[config.mk]
export PLATFORM = sky130hd
export DESIGN_NAME = serdes_in_align
export DESIGN_NICKNAME = d
export VERILOG_FILES = /design/src/rtl/serdes_pkg.sv /design/src/rtl/serdes_in_rotate.sv /design/src/rtl/serdes_in_align.sv
export SDC_FILE = /design/constraint.sdc
export NUM_CORES = 1
export LEC_CHECK = 0
export ABC_CLOCK_PERIOD_IN_PS = 12700
export CORE_ASPECT_RATIO = 1.1
export CORE_MARGIN = 3
export CORE_UTILIZATION = 55
export CTS_CLUSTER_DIAMETER = 50
export CTS_CLUSTER_SIZE = 28
export DETAILED_ROUTE_END_ITERATION = 7
export PLACE_DENSITY = 0.94
export SYNTH_ARGS = -nofsm -noshare
export SYNTH_HDL_FRONTEND = slang
export SYNTH_SLANG_ARGS = --single-unit
[constraint.sdc]
create_clock -name clk -period 12.7 [get_ports clk]
set_clock_uncertainty 0.05 [all_clocks]
set_input_delay 1.27 -clock clk [delete_from_list [all_inputs] [get_ports clk]]
set_output_delay 1.27 -clock clk [all_outputs]
set_load 0.02 [all_outputs]
[src/rtl/serdes_pkg.sv]
// Shared definitions for the 4:1 receive aligner: slot count, frame pattern,
// aligner states and the serial-window helpers.
package serdes_pkg;

   localparam int SLOTS = 4;
   localparam logic [SLOTS-1:0] FRAME_PATTERN = 4'b0011;

   typedef enum logic [1:0] {
      SEARCH = 2'd0,
      VERIFY = 2'd1,
      LOCKED = 2'd2
   } state_t;

   // Four consecutive serial positions starting at k of an 8-deep history.
   function automatic logic [SLOTS-1:0] window_at(input logic [2*SLOTS-1:0] hist,
                                                  input logic [1:0] k);
      logic [2*SLOTS-1:0] sh;
      sh = hist >> k;
      return sh[SLOTS-1:0];
   endfunction

   function automatic logic single_match(input logic [SLOTS-1:0] m);
      return (m != 4'd0) && ((m & (m - 4'd1)) == 4'd0);
   endfunction

   function automatic logic [1:0] match_index(input logic [SLOTS-1:0] m);
      logic [1:0] idx;
      case (m)
         4'b0001: idx = 2'd0;
         4'b0010: idx = 2'd1;
         4'b0100: idx = 2'd2;
         4'b1000: idx = 2'd3;
         default: idx = 2'd0;
      endcase
      return idx;
   endfunction

endpackage

[src/rtl/serdes_in_rotate.sv]
// Per-lane selector: picks four consecutive serial samples from an 8-deep
// history at the given offset and registers them as aligned slots.
module serdes_in_rotate
   import serdes_pkg::*;
(
   input  logic               clk,
   input  logic               rst,
   input  logic [2*SLOTS-1:0] hist,
   input  logic [1:0]         offset,
   output logic [SLOTS-1:0]   slots
);

   // Registered window select
   always_ff @(posedge clk or posedge rst) begin
      if (rst) begin
         slots <= 4'd0;
      end else begin
         slots <= window_at(hist, offset);
      end
   end

endmodule

[src/rtl/serdes_in_align.sv]
// Receive aligner: finds the frame-lane rotation, realigns all data lanes and
// reports lock. Optional health counters under SERDES_IN_ALIGN_STATS_EN.
module serdes_in_align
   import serdes_pkg::*;
#(
   parameter int DATA_WIDTH  = 17,
   parameter int LOCK_COUNT  = 16,
   parameter int UNLOCK_ERRS = 4
) (
   input  logic                  clk,
   input  logic                  rst,
   input  logic                  resync,
   input  logic [SLOTS-1:0]      frame_in,
   input  logic [DATA_WIDTH-1:0] din_s0,
   input  logic [DATA_WIDTH-1:0] din_s1,
   input  logic [DATA_WIDTH-1:0] din_s2,
   input  logic [DATA_WIDTH-1:0] din_s3,
   output logic [DATA_WIDTH-1:0] data_s0,
   output logic [DATA_WIDTH-1:0] data_s1,
   output logic [DATA_WIDTH-1:0] data_s2,
   output logic [DATA_WIDTH-1:0] data_s3,
   output logic                  data_valid,
   output logic                  locked,
`ifdef SERDES_IN_ALIGN_STATS_EN
   output logic [15:0]           lock_loss_cnt,
   output logic [15:0]           bad_frame_cnt,
`endif
   output logic [1:0]            slip
);

   localparam int VCW = $clog2(LOCK_COUNT + 1);
   localparam int ECW = $clog2(UNLOCK_ERRS + 1);
   localparam logic [VCW-1:0] VMAX = VCW'(LOCK_COUNT);
   localparam logic [ECW-1:0] EMAX = ECW'(UNLOCK_ERRS);

   logic [SLOTS-1:0][DATA_WIDTH-1:0] din_word_s, cur_r, prev_r;
   logic [SLOTS-1:0]   frame_cur_r, frame_prev_r, match_s;
   logic [2*SLOTS-1:0] frame_hist_s;
   logic               cur_match_s;
   state_t             state_r, state_nx_s;
   logic [1:0]         offset_r, offset_nx_s;
   logic [VCW-1:0]     vcnt_r, vcnt_nx_s, vcnt_inc_s;
   logic [ECW-1:0]     ecnt_r, ecnt_nx_s, ecnt_inc_s;
   logic               locked_r, locked_nx_s, valid_r, valid_nx_s;

   assign din_word_s = {din_s3, din_s2, din_s1, din_s0};

   // Stage 1: current and previous word of every lane
   always_ff @(posedge clk or posedge rst) begin
      if (rst) begin
         cur_r        <= '0;
         prev_r       <= '0;
         frame_cur_r  <= 4'd0;
         frame_prev_r <= 4'd0;
      end else begin
         cur_r        <= din_word_s;
         prev_r       <= cur_r;
         frame_cur_r  <= frame_in;
         frame_prev_r <= frame_cur_r;
      end
   end

   assign frame_hist_s = {frame_cur_r, frame_prev_r};

   // Frame pattern search over all four candidate rotations
   always_comb begin
      match_s = 4'd0;
      for (int k = 0; k < SLOTS; k++) begin
         match_s[k] = (window_at(frame_hist_s, 2'(k)) == FRAME_PATTERN);
      end
   end

   assign cur_match_s = match_s[offset_r];
   assign vcnt_inc_s  = (vcnt_r == VMAX) ? vcnt_r : vcnt_r + VCW'(1);
   assign ecnt_inc_s  = (ecnt_r == EMAX) ? ecnt_r : ecnt_r + ECW'(1);

   for (genvar i = 0; i < DATA_WIDTH; i++) begin : g_lane
      logic [2*SLOTS-1:0] hist_s;
      logic [SLOTS-1:0]   slots_s;

      // Serial history of this lane: prev.s0..s3 then cur.s0..s3
      always_comb begin
         hist_s = 8'd0;
         for (int n = 0; n < SLOTS; n++) begin
            hist_s[n]         = prev_r[n][i];
            hist_s[n + SLOTS] = cur_r[n][i];
         end
      end

      serdes_in_rotate u_rotate (
         .clk    (clk),
         .rst    (rst),
         .hist   (hist_s),
         .offset (offset_r),
         .slots  (slots_s)
      );

      assign data_s0[i] = slots_s[0];
      assign data_s1[i] = slots_s[1];
      assign data_s2[i] = slots_s[2];
      assign data_s3[i] = slots_s[3];
   end

   // FSM state, counters and registered status outputs
   always_ff @(posedge clk or posedge rst) begin
      if (rst) begin
         state_r  <= SEARCH;
         offset_r <= 2'd0;
         vcnt_r   <= '0;
         ecnt_r   <= '0;
         locked_r <= 1'b0;
         valid_r  <= 1'b0;
      end else begin
         state_r  <= state_nx_s;
         offset_r <= offset_nx_s;
         vcnt_r   <= vcnt_nx_s;
         ecnt_r   <= ecnt_nx_s;
         locked_r <= locked_nx_s;
         valid_r  <= valid_nx_s;
      end
   end

   // Next-state logic; resync overrides any match result
   always_comb begin
      state_nx_s  = state_r;
      offset_nx_s = offset_r;
      vcnt_nx_s   = vcnt_r;
      ecnt_nx_s   = ecnt_r;
      if (resync) begin
         state_nx_s = SEARCH;
         vcnt_nx_s  = '0;
         ecnt_nx_s  = '0;
      end else begin
         case (state_r)
            SEARCH: begin
               if (single_match(match_s)) begin
                  offset_nx_s = match_index(match_s);
                  vcnt_nx_s   = VCW'(1);
                  state_nx_s  = (LOCK_COUNT == 1) ? LOCKED : VERIFY;
               end else begin
                  state_nx_s = SEARCH;
               end
            end
            VERIFY: begin
               if (cur_match_s) begin
                  vcnt_nx_s  = vcnt_inc_s;
                  state_nx_s = (vcnt_inc_s >= VMAX) ? LOCKED : VERIFY;
               end else begin
                  state_nx_s = SEARCH;
                  vcnt_nx_s  = '0;
               end
            end
            LOCKED: begin
               if (cur_match_s) begin
                  ecnt_nx_s = '0;
               end else if (ecnt_inc_s >= EMAX) begin
                  state_nx_s = SEARCH;
                  ecnt_nx_s  = '0;
                  vcnt_nx_s  = '0;
               end else begin
                  ecnt_nx_s = ecnt_inc_s;
               end
            end
            default: begin
               state_nx_s = SEARCH;
               vcnt_nx_s  = '0;
               ecnt_nx_s  = '0;
            end
         endcase
      end
   end

   // Output decode; valid tracks the state used for the word being selected
   always_comb begin
      locked_nx_s = (state_nx_s == LOCKED);
      valid_nx_s  = (state_r == LOCKED);
   end

   assign locked     = locked_r;
   assign data_valid = valid_r;
   assign slip       = offset_r;

`ifdef SERDES_IN_ALIGN_STATS_EN
   logic        bad_evt_s, loss_evt_s;
   logic [15:0] lock_loss_cnt_r, bad_frame_cnt_r;

   assign bad_evt_s  = (state_r == LOCKED) && !resync && !cur_match_s;
   assign loss_evt_s = bad_evt_s && (ecnt_inc_s >= EMAX);

   // Saturating health counters, cleared by resync
   always_ff @(posedge clk or posedge rst) begin
      if (rst) begin
         lock_loss_cnt_r <= 16'd0;
         bad_frame_cnt_r <= 16'd0;
      end else if (resync) begin
         lock_loss_cnt_r <= 16'd0;
         bad_frame_cnt_r <= 16'd0;
      end else begin
         if (loss_evt_s && (lock_loss_cnt_r != 16'hFFFF)) begin
            lock_loss_cnt_r <= lock_loss_cnt_r + 16'd1;
         end
         if (bad_evt_s && (bad_frame_cnt_r != 16'hFFFF)) begin
            bad_frame_cnt_r <= bad_frame_cnt_r + 16'd1;
         end
      end
   end

   assign lock_loss_cnt = lock_loss_cnt_r;
   assign bad_frame_cnt = bad_frame_cnt_r;
`endif

endmodule

==> results.txt, run 1 <==
- The synthesized design contains 0 enable-type register cells.
- Seq pwr share: 47.2%
- By area the synthesized netlist is led by dfrtp_1 73%, mux4_2 20%, buf_2 0.84%.
* Outcome: complete, no violations
- The total overflow left after global routing is 0.
* Setup-violating endpoint count in the final report: 0
- Fraction of power consumed by the clock network: 27.7%
- Pre-antenna DRT Iters: 4
* # nets final: 610
- Measured on the finished design, the core utilization comes to 73.3%.
- The clock period could shrink to 3.14 ns.
- Total number of vias: 3987
- Cts-stage hold buffer count: 0
- HPWL reported at the end of detailed placement: 9680 um
* Total detailed-routing wirelength: 14100 um
- The floorplan has 44 rows.
- Startpoint type of the worst setup path: flip-flop
- Setup Total Neg Slack: 0 ns
- In this run, the number of DRC markers left after iteration 0 of detailed routing was 202.
- The kind of cell with the highest combined delay along the critical path is buffers and inverters.
- Worst reg2reg endpoint: ecnt_r[1]
* R2r worst-path depth: 5
- Source of the worst hold timing path: cur_r[61]
- Post-CTS setup-driven buffer insertion count: 0
- In this run the clock root is driven by a clkbuf_16.
- Average via count per standard cell: 5.52
- In the final layout, the share of cells above drive strength 1 is 19.1%.
- After synthesis the netlist holds a flip-flop and latch count of 226.
- Fraction of the mapped netlist area in compound gates: 2.24%
* Net Switching: 0.000484 W
- Async set or reset register ratio after synthesis: 100%
* Number of buffers created by CTS: 15
* Maximum number of pins on one net before global-route repair: 157
* All-Layer GR Usage: 18.6%
* Synthesized Nets: 461
* Synth Area in Adders: 0.645%
* Worst-path fanout max: 19
- In this run, post-CTS repair resized a total of 0 instances.
* CTS tree: built
* Critical path class: flip-flop to output port
* Buffering stage count on the worst path with inverters included: 1
- The share of the Yosys chip area taken by registers is 72.9%.
- DRC violation count after routing: 0
- The clock reaches the later pin of the worst-skew pair after 0.47 ns.
- Vias in the first global route: 4269
* Sw Ratio: 26.6%
- Most used flip-flop cell after synthesis: dfrtp_1
- 147 I/O pins were placed.
- The die is 119 um wide.
- In this run, the combinational gates consume 25.1% of the power.
- The first global-routing pass estimated 22300 um of wire.
* PortBufs: 146
- Fmax: 318 MHz
- Dividing the synthesized area by the synthesized cell count gives 20.3 um2.
* Arrival @ worst endpoint: 1.82 ns
- In the final routed layout, each cell accounts on average for 19.5 um.
* Initial antenna violation count: 0
- In this run the static leakage power is 4.09 nW.
- The synthesized netlist contains 36 unique library cells.
- Number of clock sinks seen by CTS: 226
- The synthesized netlist occupies a cell area of 0.00776 mm2.
- Slowest stage cell, crit path: clkdlybuf4s50_1
- The floorplan step defined a die boundary enclosing 0.0156 mm2.
* Delay of the slowest critical-path stage: 0.69 ns
- The die is 131 um tall.
- STA classifies the critical path endpoint as an output port.
- The top cell type by area accounts for 72.9% of the synthesized area.
- Multiplexer share of the synthesized area: 20.0%
- Register-to-register setup slack: 10.38 ns
* Post-synthesis share of cell area spent on xor and xnor gates: 0.226%
- After filler insertion, the fill cell instance count of the layout stands at 767.
- Fin. max-slew vios: 0
- The initial utilization of the core area, before any placement, comes to 57.5%.
- CTS built an H-tree with a depth of 1.
* RSZ-0062 raised after global routing: no
- Clock-pin slew on the worst setup and hold paths: 0.09 ns
* Most common library cell in the layout ignoring fill and taps: dfrtp_1
- Slew of the pin with the lowest slew margin: 1.00 ns
- Traced cell by cell, the critical path runs through clkdlybuf4s50_1.
- Number of cells on the critical path: 1
- The startpoint identified for the worst register-to-register timing path is slip[1].
- Floorplan core area: 0.0135 mm2
- Cell count after synthesis: 382
- Tcrit/Tclk final: 24.8%
- Required time at the endpoint of the critical path: 11.38 ns
* Total internal power: 0.00133 W
* Number of buffers on the longest clock path: 3
- Hold Fails Final Rpt: 0
* Largest family of logic cells by synthesized area: multiplexers
* Number of nets still failing antenna checks after routing: 0
- Measured against its own limit, the worst slew margin works out to 33.3%.
- For this run, the number of Yosys warnings is 0.
- Endpoint of the worst hold-timing path: g_lane[10].hist_s[3]
- Peak supply drop: 0.143 mV
- Fraction of the mapped netlist area in simple logic gates: 2.26%
- In the layout the commonest cells are 224 x dfrtp_1, 146 x clkdlybuf4s50_1, 68 x mux4_2.
* Final weighted congestion in routability-driven placement: 0.850
- Area growth from synthesis to layout: 27.5%
- Of all cell types, the one taking the most synthesized area is dfrtp_1.
- Final antenna diode count: 0
* Hold depth: 0
* Min-Delay Path Class: flip-flop to flip-flop
- Max-cap violations in this run came to 0.
- Power per cell area: 184 mW/mm2
## through the flow
stage	instances	hold slack [ns]	area (um2)	setup slack, ns	total power (W)
after floorplan	382	0.281	7760	5.19	0.00114
after global placement	698	0.283	9390	9.27	0.00132
after detailed placement	698	0.286	9390	9.16	0.00134
after CTS	722	0.299	9890	9.52	0.00184
after global routing	722	0.307	9890	9.40	0.00190
final	722	0.297	9890	9.56	0.00182
## layout make-up
cell class | count | area, um2 | area share [%]
well taps | 184 | 230 | 2.33
flip-flops and latches | 226 | 5660 | 57.2
inverters | 9 | 46.3 | 0.468
repair buffers | 149 | 1480 | 15.0
clock inverters | 6 | 97.6 | 0.986
multi-input cells | 130 | 1970 | 19.9
clock buffers | 18 | 407 | 4.11
## how the worst max path moves through the flow
stage / endpoint / startpoint / slack (ns)
final: slip[0] / slip[0] / 9.56
after global routing: g_lane[11].u_rotate.slots[1] / rst / 9.40
after CTS: slip[0] / slip[0] / 9.52
after detailed placement: g_lane[3].u_rotate.slots[0] / rst / 9.16
after global placement: g_lane[3].u_rotate.slots[1] / rst / 9.27
after floorplan: cur_r[0] / rst / 5.19
## synthesized netlist by cell type, types with 2 or more instances
cell       instances
a21oi_1            5
a22o_1             3
and2_1             3
buf_2             13
buf_6              2
dfrtp_1          226
ha_1               4
inv_1              8
mux2i_1            2
mux4_2            68
nand2_1            4
nand2b_1           4
nand3_1            2
nand4_1            2
nand4b_1           2
nor2_1             6
nor2b_1            3
nor3_1             2
o2111ai_1          2
o21ai_0            3
o21ai_2            2
o22ai_1            2
## routing by layer
metal	part of all wire (%)	wire [um]	global-route usage, %	vias to the layer above
met4	2.4	333	5.93	0
met2	55	7810	34.3	149
met1	36	5050	22.3	2112
li1	-	-	-	1699
met5	0	0	0	-
met3	6.3	881	3.70	27
## power by group through the flow
stage | logic, W | clock network, W | registers [W]
after floorplan | 0.000195 | 0 | 0.000941
after global placement | 0.000451 | 0 | 0.000868
after detailed placement | 0.000462 | 0 | 0.000874
after CTS | 0.000464 | 0.000517 | 0.000861
after global routing | 0.000480 | 0.000545 | 0.000871
final | 0.000456 | 0.000503 | 0.000859
## sequential cells by signal (all words and copies together), names as in the netlist
register and flops:
cur_r 68, data_valid 1, ecnt_r 3, frame_cur_r 4, frame_prev_r 4, g_lane.hist_s 68, g_lane.u_rotate.slots 68, locked 1
slip 2, state_r 2, vcnt_r 5
## logic make-up after synthesis
| group | Yosys count |
|---|---|
| adder cells (fa/ha/maj) | 4 |
| XOR/XNOR | 2 |
| multiplexers | 70 |
| AND/OR/NAND/NOR | 30 |
| buffers and inverters | 26 |
| flip-flops | 226 |
| AO/OA/AOI/OAI | 24 |
(Power assumes the default switching activity.)
==> run 2: changes to the inputs <==
Settings changed: ABC_CLOCK_PERIOD_IN_PS 12700 to 3150, CORE_UTILIZATION 55 to 51, PLACE_DENSITY 0.94 to 0.88.
Clock period 12.7 ns to 3.15 ns, I/O delays scaled along.
==> results.txt, run 2 (synthesis gave the netlist of run 1 again) <==
* Wire length of the first global-routing pass: 23000 um
- Using the TritonRoute via totals, the vias-per-cell ratio works out to 5.36.
- Dividing the final minimum period by the clock period gives 74.8%.
- On the critical path, the stage with the largest delay is an instance of dfrtp_4.
- Count of cells resized by post-cts repair: 0
- Origin of the critical flop-to-flop path: slip[1]
- For this design the ratio of total power to cell area is 763 mW/mm2.
- Full die area: 0.0167 mm2
- The wire-length estimate of the detail-placed layout is 9770 um.
* Met1 wire length: 5210 um
* Clock Tree Root: clkbuf_16
- Min Tclk post-route: 2.36 ns
- The final layout contains routed wiring with a total length of 14100 um.
* Fraction of power consumed by the clock network: 31.3%
- Summed over all cells, the static leakage comes to 4.20 nW.
- Initial Util: 52.9%
- Before antenna repair, the detailed router went through 4 iterations.
- Setup slack on the worst reg-to-reg path comes out at 1.10 ns.
- The worst setup path is launched from a flip-flop.
- Number of placement rows: 46
- Global routing consumed, over all layers together, 17.6% of the routing resources.
- The die is 135 um tall.
- Final standard cell area without fillers: 0.0101 mm2
* Total number of vias: 3988
- The count of cells in the finished layout, fillers not included, comes to 744.
- Area growth from synthesis to layout: 30.7%
- Post-CTS setup-driven buffer insertion count: 0
* Number of buffers created by CTS: 19
- Wire segments on met3 add up to 869 um in the final route.
- Traced cell by cell, the critical path runs through clkdlybuf4s50_1.
- Vias in the first global route: 4397
* Final weighted congestion in routability-driven placement: 0.886
- From left edge to right edge, the die measures 124 um.
- Summed over all layers, the global routing overflow is 0.
* Seq pwr share: 45.2%
- R2r worst-path depth: 2
- In this run the number of H-tree levels came out at 1.
- The total area inside the core boundary comes to 0.0147 mm2.
- DRC violation count after routing: 0
- Of the cells placed in the final design, the portion with a size suffix greater than 1 is 21.4%.
* Remaining max-slew budget at the tightest pin: 63.6%
- Internal power comes to 0.00557 W.
* Max-cap violations: 0
* Critical path class: flip-flop to output port
- Setup-violating endpoint count in the final report: 0
- The worst register-to-register path ends at g_lane[15].u_rotate.slots[0].
* Net Switching: 0.00217 W
* Highest-count cells in the layout ignoring fill and taps: 224 x dfrtp_1, 146 x clkdlybuf4s50_1, 68 x mux4_2
- Fill cell instance count of the final layout: 903
* PortBufs: 146
- After clock tree synthesis, the clock-pin slew on the worst setup and hold paths is 0.07 ns.
- STA classifies the critical path endpoint as an output port.
- The count of nets left with antenna violations once routing finished came out at 0.
- Fmax: 424 MHz
* Worst setup path endpoint: slip[1]
- For this run, the slowest stage of the critical path takes 0.78 ns.
* Highest metal layer with signal wires: met4
* Top-level port count: 147
* Initial DRC count: 235
- Counting along the longest clock path gives a buffer depth of 3.
- Final antenna diode count: 0
- At the pin with the least slew margin, the transition time is 0.545 ns.
* Buffering stage count on the worst path with inverters included: 1
- STA puts the critical path data required time at 2.78 ns.
- Portion of total power attributed to combinational logic: 23.5%
* Maximum number of pins on one net before global-route repair: 57
- Buffers inserted to repair hold after CTS numbered 0.
- The tightest min-delay check is of the input port to asynchronous set/reset pin type.
- Arrival @ worst endpoint: 1.99 ns
- On the critical path the largest part of the delay comes from flip-flops.
* Placed standard-cell area: 0.00948 mm2
- Clock tree synthesis found a total of 226 sinks.
- Launching instance or port of the critical path: slip[1]
* Clock insertion delay at the later pin of the skew report: 0.48 ns
* Detailed-routed wire length on met2: 7550 um
- Most common library cell in the layout ignoring fill and taps: dfrtp_1
- Fin. max-slew vios: 0
* Dpl cells: 710
- CTS tree: built
- Sw Ratio: 28.0%
* # nets final: 618
- After detailed routing, the average wire length per cell comes to 18.9 um.
* Number of cells on the critical path: 1
- Hold Fails Final Rpt: 0
- Across the VDD grid, the largest voltage drop is 0.495 mV.
- Setup repair after global routing left no endpoint under its margin.
- The number of antenna violations at the first check in global routing is 0.
- The run finished with clean final reports.
- Of all nets on the critical path, the largest fanout is 39.
[run 2: cell types whose count changed in the layout (fill, tap and decap cells not counted)]
cell / previous run / this run
buf_12: 0 / 4
clkbuf_16: 15 / 19
inv_6: 2 / 5
inv_8: 2 / 5
clkbuf_8: 2 / 0
inv_12: 0 / 2
bufinv_16: 2 / 1
clkbuf_1: 1 / 0
clkinv_8: 0 / 1
clkinvlp_4: 0 / 1
dfrtp_2: 1 / 0
dfrtp_4: 1 / 2
[run 2: worst min path at each step]
stage	startpoint	endpoint	slack [ns]	depth (start not counted)
global route	din_s1[10]	cur_r[27]	0.19	1
global placement	frame_cur_r[3]	frame_prev_r[3]	0.28	0
detailed placement	cur_r[66]	g_lane[15].hist_s[3]	0.28	0
finish	rst	cur_r[8]	0.19	2
CTS	rst	cur_r[8]	0.18	2
floorplan	frame_cur_r[3]	frame_prev_r[3]	0.28	0
[run 2: cell type report]
type	count	area, um2	area share, %
Clock buffer	19	475	4.69
Clock inverter	15	188	1.85
Inverter	9	42.5	0.419
Multi-Input combinational cell	130	1970	19.4
Sequential cell	226	5660	55.8
Tap cell	192	240	2.37
Timing Repair Buffer	153	1560	15.4
[run 2: through the flow]
stage	TNS, ns	power, W	hold WS, ns	utilization [%]	setup WS, ns
after floorplan	-37.74	0.00458	0.281	-	-0.167
after global placement	0	0.00534	0.282	64.6	1.20
after detailed placement	0	0.00540	0.285	64.6	1.10
after CTS	0	0.00785	0.182	69.1	0.757
after global routing	0	0.00810	0.187	69.1	0.693
final	0	0.00774	0.193	69.1	0.793
[run 2: power by group through the flow]
stage,clock (W),combinational [W],sequential [W]
final,0.00242,0.00182,0.00350
after global routing,0.00262,0.00193,0.00355
after CTS,0.00249,0.00185,0.00351
after detailed placement,0,0.00184,0.00356
after global placement,0,0.00180,0.00354
after floorplan,0,0.000785,0.00379
[run 2: routing by layer]
| metal | vias up | global-route usage (%) |
|---|---|---|
| li1 | 1732 | - |
| met1 | 2076 | 23.3 |
| met2 | 148 | 29.8 |
| met3 | 32 | 3.05 |
| met4 | 0 | 5.97 |
| met5 | - | 0 |
[run 2: worst register-to-register path, delay by kind of cell (launching register included)]
kind / cells / cell delay, ns
flops: 1 / 0.78
buf+inv: 1 / 0.51
mux: 1 / 0.58
